<file path="src/rtl/bf_pkg.sv">
// -----------------------------------------------------------------------------
// bf_pkg
//  Shared definitions for the butterfly result serializer.
//  W          packed complex sample width at the serializer output
//  PART_W     width of one real/imag part after narrowing (W/2)
//  IN_PART_W  width of one real/imag part coming out of the butterfly (W/2+1)
//  bf_state_e output sequencer states
// -----------------------------------------------------------------------------
package bf_pkg;

   localparam int W         = 32;
   localparam int PART_W    = W / 2;
   localparam int IN_PART_W = W / 2 + 1;

   typedef enum logic [1:0] {
      ST_IDLE    = 2'd0,
      ST_SEND_P0 = 2'd1,
      ST_SEND_P1 = 2'd2
   } bf_state_e;

endpackage

</file>
<file path="src/rtl/bf_narrow.sv">
// -----------------------------------------------------------------------------
// bf_narrow
//  Combinational narrowing of one signed real/imag part from IN_W to OUT_W bits.
//  SCALE=1: y = (x+1)>>>1 (round half up), then saturate to OUT_W bits.
//  SCALE=0: saturate x directly.
// Ports
//  x    in   IN_W   signed input part
//  y    out  OUT_W  narrowed, saturated part
//  sat  out  1      the value was clamped
// -----------------------------------------------------------------------------
module bf_narrow
   import bf_pkg::*;
#(
   parameter int IN_W  = IN_PART_W,
   parameter int OUT_W = PART_W,
   parameter bit SCALE = 1'b1
) (
   input  logic [IN_W-1:0]  x,
   output logic [OUT_W-1:0] y,
   output logic             sat
);

   // Limits of the OUT_W-bit signed range, expressed in the IN_W+1 bit work width.
   localparam logic signed [IN_W:0] MAX_V = {{(IN_W-OUT_W+2){1'b0}}, {(OUT_W-1){1'b1}}};
   localparam logic signed [IN_W:0] MIN_V = {{(IN_W-OUT_W+2){1'b1}}, {(OUT_W-1){1'b0}}};
   localparam logic signed [IN_W:0] ONE   = 1;

   logic signed [IN_W:0] ext;
   logic signed [IN_W:0] val;

   // NOTE: every signal written here gets a default first, so no path can leave
   // it unassigned and infer a latch.
   always_comb begin
      ext = $signed({x[IN_W-1], x});
      val = ext;
      if (SCALE) begin
         // One extra bit of headroom keeps x+1 from wrapping at the top of range.
         val = (ext + ONE) >>> 1;
      end
      sat = 1'b0;
      y   = val[OUT_W-1:0];
      if (val > MAX_V) begin
         y   = MAX_V[OUT_W-1:0];
         sat = 1'b1;
      end else if (val < MIN_V) begin
         y   = MIN_V[OUT_W-1:0];
         sat = 1'b1;
      end
   end

endmodule

</file>
<file path="src/rtl/bf_result_serializer.sv">
// -----------------------------------------------------------------------------
// bf_result_serializer
//  Back end of the radix-2 butterfly: narrows each dout_p0/dout_p1 pair, buffers
//  the pairs in a FIFO and streams them out one complex sample per beat with
//  tlast framing. The butterfly cannot stall, so a push into a full FIFO (with no
//  pop in the same cycle) drops the pair and sets the sticky ovf_flag.
// Ports
//  aclk, aresetn     clock, asynchronous active-low reset
//  s_valid           dout_p0/dout_p1 hold a valid pair
//  dout_p0, dout_p1  {imag, real}, each part W/2+1 bits signed
//  s_almost_full     registered: FIFO count >= FIFO_DEPTH-4
//  m_axis_*          AXI-Stream-style master, one W-bit {imag, real} sample per beat
//  ovf_flag          sticky: a pair was dropped
//  sat_flag          sticky: a part saturated during narrowing
// -----------------------------------------------------------------------------
module bf_result_serializer
   import bf_pkg::*;
#(
   parameter int COMPLEX_A_DWIDTH = W,
   parameter int FIFO_DEPTH       = 16,
   parameter int FRAME_LEN        = 64,
   parameter bit SCALE            = 1'b1
) (
   input  logic                        aclk,
   input  logic                        aresetn,
   input  logic                        s_valid,
   input  logic [COMPLEX_A_DWIDTH+1:0] dout_p0,
   input  logic [COMPLEX_A_DWIDTH+1:0] dout_p1,
   output logic                        s_almost_full,
   output logic [COMPLEX_A_DWIDTH-1:0] m_axis_tdata,
   output logic                        m_axis_tvalid,
   input  logic                        m_axis_tready,
   output logic                        m_axis_tlast,
   output logic                        ovf_flag,
   output logic                        sat_flag
);

   localparam int PW     = COMPLEX_A_DWIDTH / 2;
   localparam int IPW    = PW + 1;
   localparam int PTR_W  = $clog2(FIFO_DEPTH);
   localparam int FCNT_W = $clog2(FRAME_LEN);
   localparam logic [FCNT_W-1:0] LAST_IDX  = FCNT_W'(FRAME_LEN - 1);
   localparam logic [PTR_W:0]    DEPTH_CNT = (PTR_W + 1)'(FIFO_DEPTH);
   localparam logic [PTR_W:0]    AF_CNT    = (PTR_W + 1)'(FIFO_DEPTH - 4);

   typedef struct packed {
      logic [COMPLEX_A_DWIDTH-1:0] p1;
      logic [COMPLEX_A_DWIDTH-1:0] p0;
   } entry_t;

   // ---------------------------------------------------------------- narrowing
   logic [IPW-1:0] part_in  [4];
   logic [PW-1:0]  part_out [4];
   logic [3:0]     part_sat;

   assign part_in[0] = dout_p0[IPW-1:0];
   assign part_in[1] = dout_p0[2*IPW-1:IPW];
   assign part_in[2] = dout_p1[IPW-1:0];
   assign part_in[3] = dout_p1[2*IPW-1:IPW];

   for (genvar g = 0; g < 4; g++) begin : g_narrow
      bf_narrow #(
         .IN_W  (IPW),
         .OUT_W (PW),
         .SCALE (SCALE)
      ) u_narrow (
         .x   (part_in[g]),
         .y   (part_out[g]),
         .sat (part_sat[g])
      );
   end

   // ---------------------------------------------------------------- state
   bf_state_e                   state_q, state_d;
   entry_t                      mem_q [FIFO_DEPTH];
   entry_t                      wr_entry;
   logic [PTR_W-1:0]            wr_ptr_q, wr_ptr_d, rd_ptr_q, rd_ptr_d, rd_ptr_nxt;
   logic [PTR_W:0]              count_q, count_d;
   logic [FCNT_W-1:0]           frame_q, frame_d;
   logic [COMPLEX_A_DWIDTH-1:0] tdata_q, tdata_d;
   logic                        tvalid_q, tvalid_d, tlast_q, tlast_d;
   logic                        ovf_q, ovf_d, sat_q, sat_d, afull_q, afull_d;
   logic                        hs, pop, full, push;

   assign hs         = tvalid_q & m_axis_tready;
   assign pop        = hs & (state_q == ST_SEND_P1);
   assign full       = (count_q == DEPTH_CNT);
   // A full FIFO still accepts when the same cycle pops an entry.
   assign push       = s_valid & (~full | pop);
   assign wr_entry   = '{p1: {part_out[3], part_out[2]}, p0: {part_out[1], part_out[0]}};
   assign rd_ptr_nxt = rd_ptr_q + PTR_W'(1);

   always_comb begin : fifo_ctrl
      wr_ptr_d = push ? wr_ptr_q + PTR_W'(1) : wr_ptr_q;
      rd_ptr_d = pop ? rd_ptr_nxt : rd_ptr_q;
      count_d  = count_q;
      case ({push, pop})
         2'b10:   count_d = count_q + 1'b1;
         2'b01:   count_d = count_q - 1'b1;
         default: count_d = count_q;
      endcase
      frame_d = frame_q;
      if (hs) begin
         frame_d = (frame_q == LAST_IDX) ? '0 : frame_q + 1'b1;
      end
      ovf_d   = ovf_q | (s_valid & ~push);
      sat_d   = sat_q | (push & (|part_sat));
      afull_d = (count_d >= AF_CNT);
   end

   // ---------------------------------------------------------------- FSM next state
   always_comb begin : fsm_next
      state_d = state_q;
      unique case (state_q)
         ST_IDLE:    if (count_q != '0) state_d = ST_SEND_P0;
         ST_SEND_P0: if (hs) state_d = ST_SEND_P1;
         // Only entries already stored count; a same-cycle push is picked up via IDLE.
         ST_SEND_P1: if (hs) state_d = (count_q > (PTR_W + 1)'(1)) ? ST_SEND_P0 : ST_IDLE;
         default:    state_d = ST_IDLE;
      endcase
   end

   // ---------------------------------------------------------------- FSM outputs
   // The registered beat is loaded on the transition into the state that shows it,
   // so tdata/tvalid change only on a handshake or when leaving IDLE.
   always_comb begin : fsm_out
      tvalid_d = tvalid_q;
      tdata_d  = tdata_q;
      unique case (state_q)
         ST_IDLE: begin
            if (state_d == ST_SEND_P0) begin
               tvalid_d = 1'b1;
               tdata_d  = mem_q[rd_ptr_q].p0;
            end
         end
         ST_SEND_P0: begin
            if (hs) tdata_d = mem_q[rd_ptr_q].p1;
         end
         ST_SEND_P1: begin
            if (hs) begin
               if (state_d == ST_SEND_P0) begin
                  tdata_d = mem_q[rd_ptr_nxt].p0;
               end else begin
                  tvalid_d = 1'b0;
                  tdata_d  = '0;
               end
            end
         end
         default: begin
            tvalid_d = 1'b0;
            tdata_d  = '0;
         end
      endcase
      tlast_d = tvalid_d & (frame_d == LAST_IDX);
   end

   // ---------------------------------------------------------------- registers
   // NOTE: sequential state uses non-blocking assignments so every flop samples
   // the values from before the edge, independent of statement order.
   always_ff @(posedge aclk or negedge aresetn) begin
      if (!aresetn) begin
         state_q  <= ST_IDLE;
         wr_ptr_q <= '0;
         rd_ptr_q <= '0;
         count_q  <= '0;
         frame_q  <= '0;
         tdata_q  <= '0;
         tvalid_q <= 1'b0;
         tlast_q  <= 1'b0;
         ovf_q    <= 1'b0;
         sat_q    <= 1'b0;
         afull_q  <= 1'b0;
      end else begin
         state_q  <= state_d;
         wr_ptr_q <= wr_ptr_d;
         rd_ptr_q <= rd_ptr_d;
         count_q  <= count_d;
         frame_q  <= frame_d;
         tdata_q  <= tdata_d;
         tvalid_q <= tvalid_d;
         tlast_q  <= tlast_d;
         ovf_q    <= ovf_d;
         sat_q    <= sat_d;
         afull_q  <= afull_d;
      end
   end

   // NOTE: the storage array has no reset; the pointers and count define which
   // entries are live, so clearing it would only add reset fan-out.
   always_ff @(posedge aclk) begin
      if (push) mem_q[wr_ptr_q] <= wr_entry;
   end

   assign m_axis_tdata  = tdata_q;
   assign m_axis_tvalid = tvalid_q;
   assign m_axis_tlast  = tlast_q;
   assign s_almost_full = afull_q;
   assign ovf_flag      = ovf_q;
   assign sat_flag      = sat_q;

endmodule
</file>
<file path="config.mk">
export PLATFORM = sky130hd
export DESIGN_NAME = bf_result_serializer
export DESIGN_NICKNAME = d
export VERILOG_FILES = /design/src/rtl/bf_pkg.sv /design/src/rtl/bf_narrow.sv /design/src/rtl/bf_result_serializer.sv
export SDC_FILE = /design/constraint.sdc
export NUM_CORES = 1
export LEC_CHECK = 0
export BUFFER_PORTS_ARGS = -buffer_cell sky130_fd_sc_hd__buf_2
export CORE_UTILIZATION = 35
export CTS_CLUSTER_SIZE = 24
export DETAILED_ROUTE_END_ITERATION = 7
export GPL_ROUTABILITY_DRIVEN = 0
export SYNTH_ARGS = -nofsm -noshare
export SYNTH_HDL_FRONTEND = slang
export SYNTH_SLANG_ARGS = --single-unit
</file>
<file path="constraint.sdc">
create_clock -name aclk -period 8.5 [get_ports aclk]
set_clock_uncertainty 0.1 [all_clocks]
set_input_delay 0 -clock aclk [delete_from_list [all_inputs] [get_ports aclk]]
set_output_delay 0 -clock aclk [all_outputs]
set_load 0.05 [all_outputs]
</file>
==> flow_metrics.env <==
export IMPL_h_tree_depth=3
export IMPL_wl_per_cell_um=27.7
export IMPL_vias=26500
export IMPL_path_delay_family="buffers and inverters"
export IMPL_clkSinkCount=1082
export IMPL_grt_pass1_wl_um=187000
export IMPL_pwr_share_comb_pct=35.7
export IMPL_root_buffer="clkbuf_16"
export IMPL_grt_max_degree=100
export IMPL_rows=134
export IMPL_synthCells=2643
export IMPL_totalWireLength_um=129000
export IMPL_slowest_delay_ps=1000
export IMPL_layoutNonFillerInstCount=4654
export IMPL_start_util_pct=35.2
export IMPL_ys_seq_elements=1082
export IMPL_drive_above_1_share_pct=21.6
export IMPL_cp_max_fo=99
export IMPL_area_growth_pct=13.5
export IMPL_antenna_found_initial=8
export IMPL_fillers=11900
export IMPL_cpMaxStageDelayCell="dfrtp_4"
export IMPL_ioPinCount=109
export IMPL_drt_iter0_drc=2489
export IMPL_fmaxAchievable_ghz=0.236
export IMPL_rsz0062_at_grt="false"
export IMPL_cts_path_max_buffers=3
export IMPL_status="finished clean"
export IMPL_numCtsBuffers=103
export IMPL_met2WireLength_um=61900
export IMPL_synthFlopType="edfxtp_1"
export IMPL_power_density_nw_per_um2=332
export IMPL_wl_met1_um=53700
export IMPL_crit_chain="buf_12 -> and2_4 -> buf_4 -> a22oi_1 -> a32oi_1 -> nand3_1"
export IMPL_die_w_um=368
export IMPL_regArea_um2=32200
export IMPL_syn_avg_cell_area_um2=17.8
export IMPL_power_share_sequential_pct=39.0
export IMPL_switching_share_pct=35.1
export IMPL_start_kind="flip-flop"
export IMPL_dieArea_um2=136000
export IMPL_synth_distinct_cells=58
export IMPL_dp_cells=4414
export IMPL_portBuffers=108
export IMPL_path_buf_inv=2
export IMPL_cts_setup_buffers=0
export IMPL_ant_nets=0
export IMPL_grt_overflow=0
export IMPL_critPathKind="reg2reg"
export IMPL_cp_required_ps=8950
export IMPL_irDropWorstVdd_uv=384
export IMPL_vias_per_cell=5.69
export IMPL_cts_tree="yes"
export IMPL_worstPathArrival_ps=4680
export IMPL_grt_pass1_vias=27100
export IMPL_coreArea_um2=133000
export IMPL_syn_cell_area_um2=47000
export IMPL_clkTransAtPathRegs_ps=60
export IMPL_maxCapViolations=0
export IMPL_clk_latency_ps=690
export IMPL_nets=2884
export IMPL_route_top_layer_used="met5"
export IMPL_die_y_um=368
export IMPL_drtPass1Iterations=6
export IMPL_multi_input_comb_area_um2=14000
export IMPL_grt_total_usage_pct=18.8
export IMPL_p_switching_mw=6.20
export IMPL_intPower_mw=11.5
export IMPL_end_kind="flip-flop"
export IMPL_drv_slew=0
export IMPL_power_frac_clock_pct=25.3
export IMPL_hp_class="in2reg"
export IMPL_syn_nets=2731
export IMPL_synthArstFlopShare_pct=5.36
export IMPL_fin_crit_sh_pct=49.8
export IMPL_relSlewSlack_pct=13.2
export IMPL_synth_edf_count=1024
export IMPL_yosysSeqAreaShare_pct=68.6
export IMPL_drc=0
export IMPL_leakage_nw=17.6
export IMPL_period_needed_ps=4230
export IMPL_setup_tns_ps=0
export IMPL_met3_length_um=9780
export IMPL_tightest_slew_ps=1300
export IMPL_hold_violations=0
export IMPL_dp_hpwl_um=71300
export IMPL_finalSetupViolations=0
export IMPL_synth_warning_count=0
## Yosys cell counts, drive strengths merged (2+ instances only)
library cell	n	area, µm²
o31ai	4	30.0
mux4	256	5770
nand2	96	360
nor3	11	55.1
a31oi	7	43.8
a41oi	3	26.3
a21o	3	22.5
edfxtp	1024	30700
nor3b	4	35.0
a32oi	32	280
buf	99	597
and2	7	43.8
a22oi	257	1930
nand2b	3	18.8
nand3	98	495
dfrtp	58	1450
xnor2	32	280
nor4	5	37.5
and3	12	75.1
nand3b	2	15.0
o21ai	30	150
inv	20	75.1
nor2b	4	25.0
ha	16	200
xor2	32	280
clkbuf	79	297
nor2	63	241
a21boi	6	45.0
nand4	17	113
a41o	2	20.0
nor4b	3	32.5
and4	12	105
mux2i	260	2600
a21oi	74	370
## what timing repair did
| item | in CTS | in global routing |
|---|---|---|
| hold buffers | 45 | 0 |
| resized for setup | 0 | 0 |
| endpoints found under the hold margin | 457 | 0 |
## final timing paths
path | from | to | slack (ps) | cells past startpoint
max in group asynchronous | aresetn | m_axis_tdata[23] | 7060 | 3
min in group asynchronous | aresetn | m_axis_tdata[26] | 80 | 3
worst max register to register | rd_ptr_q[0] | m_axis_tdata[31] | 4270 | 6
worst min register to register | ovf_flag | ovf_flag | 380 | 1
worst min-delay path | dout_p0[24] | mem_q[6][22] | 2 | 4
worst max-delay path | rd_ptr_q[0] | m_axis_tdata[31] | 4270 | 6
## flip-flops by register name, summed over array words and instances, names as in the netlist, 2 cells and up
name          flops
mem_q          1024
m_axis_tdata     32
frame_q           6
count_q           5
rd_ptr_q          4
wr_ptr_q          4
state_q           2
## power groups by stage
stage	clock (mW)	sequential [mW]	combinational (mW)
2_1_floorplan	0	7.05	4.51
3_3_place_gp	0	6.99	6.27
3_5_place_dp	0	7.01	6.30
4_1_cts	4.54	6.90	6.33
5_1_grt	4.74	6.95	6.71
6_report	4.47	6.89	6.32
## cells by family after synthesis
group	synth area share [%]
buffers and inverters	2.06
adders and majority gates	0.426
and+or+nand+nor	3.60
muxes	17.8
DFF	68.6
AOI/OAI and AO/OA	6.34
xor gates and xnor gates	1.19
## layer usage
layer	global-route usage, %	vias to the layer above
li1	-	11300
met1	25.5	13900
met2	30.6	1044
met3	3.32	214
met4	6.13	12
met5	0	-
## through the flow
stage               power, mW  util [%]  worst slack, ps  cell area, µm²  hold slack (ps)
floorplan                11.6         -             1770           47000             -396
global placement         13.3      37.2             4160           49600             -171
detailed placement       13.3      37.2             4160           49600             -176
CTS                      17.8      40.0             4210           53300             6.98
global route             18.4      40.0             3850           53300             80.9
finish                   17.7      40.0             4270           53300             1.96
## layout make-up
| type | instances | share of cell area [%] |
|---|---|---|
| inverter | 20 | 0.141 |
| timing repair buffer | 226 | 2.92 |
| tap | 1768 | 4.15 |
| sequential | 1082 | 60.4 |
| clock buffer | 136 | 5.11 |
| antenna | 1 | 0.00469 |
| clock inverter | 58 | 1.01 |
| multi-input combinational | 1363 | 26.2 |
## cell usage in the layout, fill, tap and decap left out, types with 32 or more instances in the layout
master | synthesis | layout
dlygate4sd3_1 | 0 | 45
nand3_1 | 97 | 97
xor2_1 | 32 | 32
mux2i_1 | 260 | 260
dfrtp_1 | 58 | 56
a32oi_1 | 32 | 32
a22oi_1 | 257 | 257
edfxtp_1 | 1024 | 1024
nand2_1 | 96 | 95
buf_4 | 8 | 73
a21oi_1 | 74 | 74
nor2_1 | 61 | 48
xnor2_1 | 32 | 32
mux4_2 | 256 | 256
buf_2 | 60 | 107
clkbuf_16 | 0 | 103
## worst register-to-register path: cells and delay by family, from the launching register on
kind / cells / cell delay (ps)
buffers and inverters: 2 / 1480
and+or+nand+nor: 2 / 730
DFF: 1 / 1000
AOI/OAI and AO/OA: 2 / 810
Note: power is estimated with default switching activity, not from simulation.
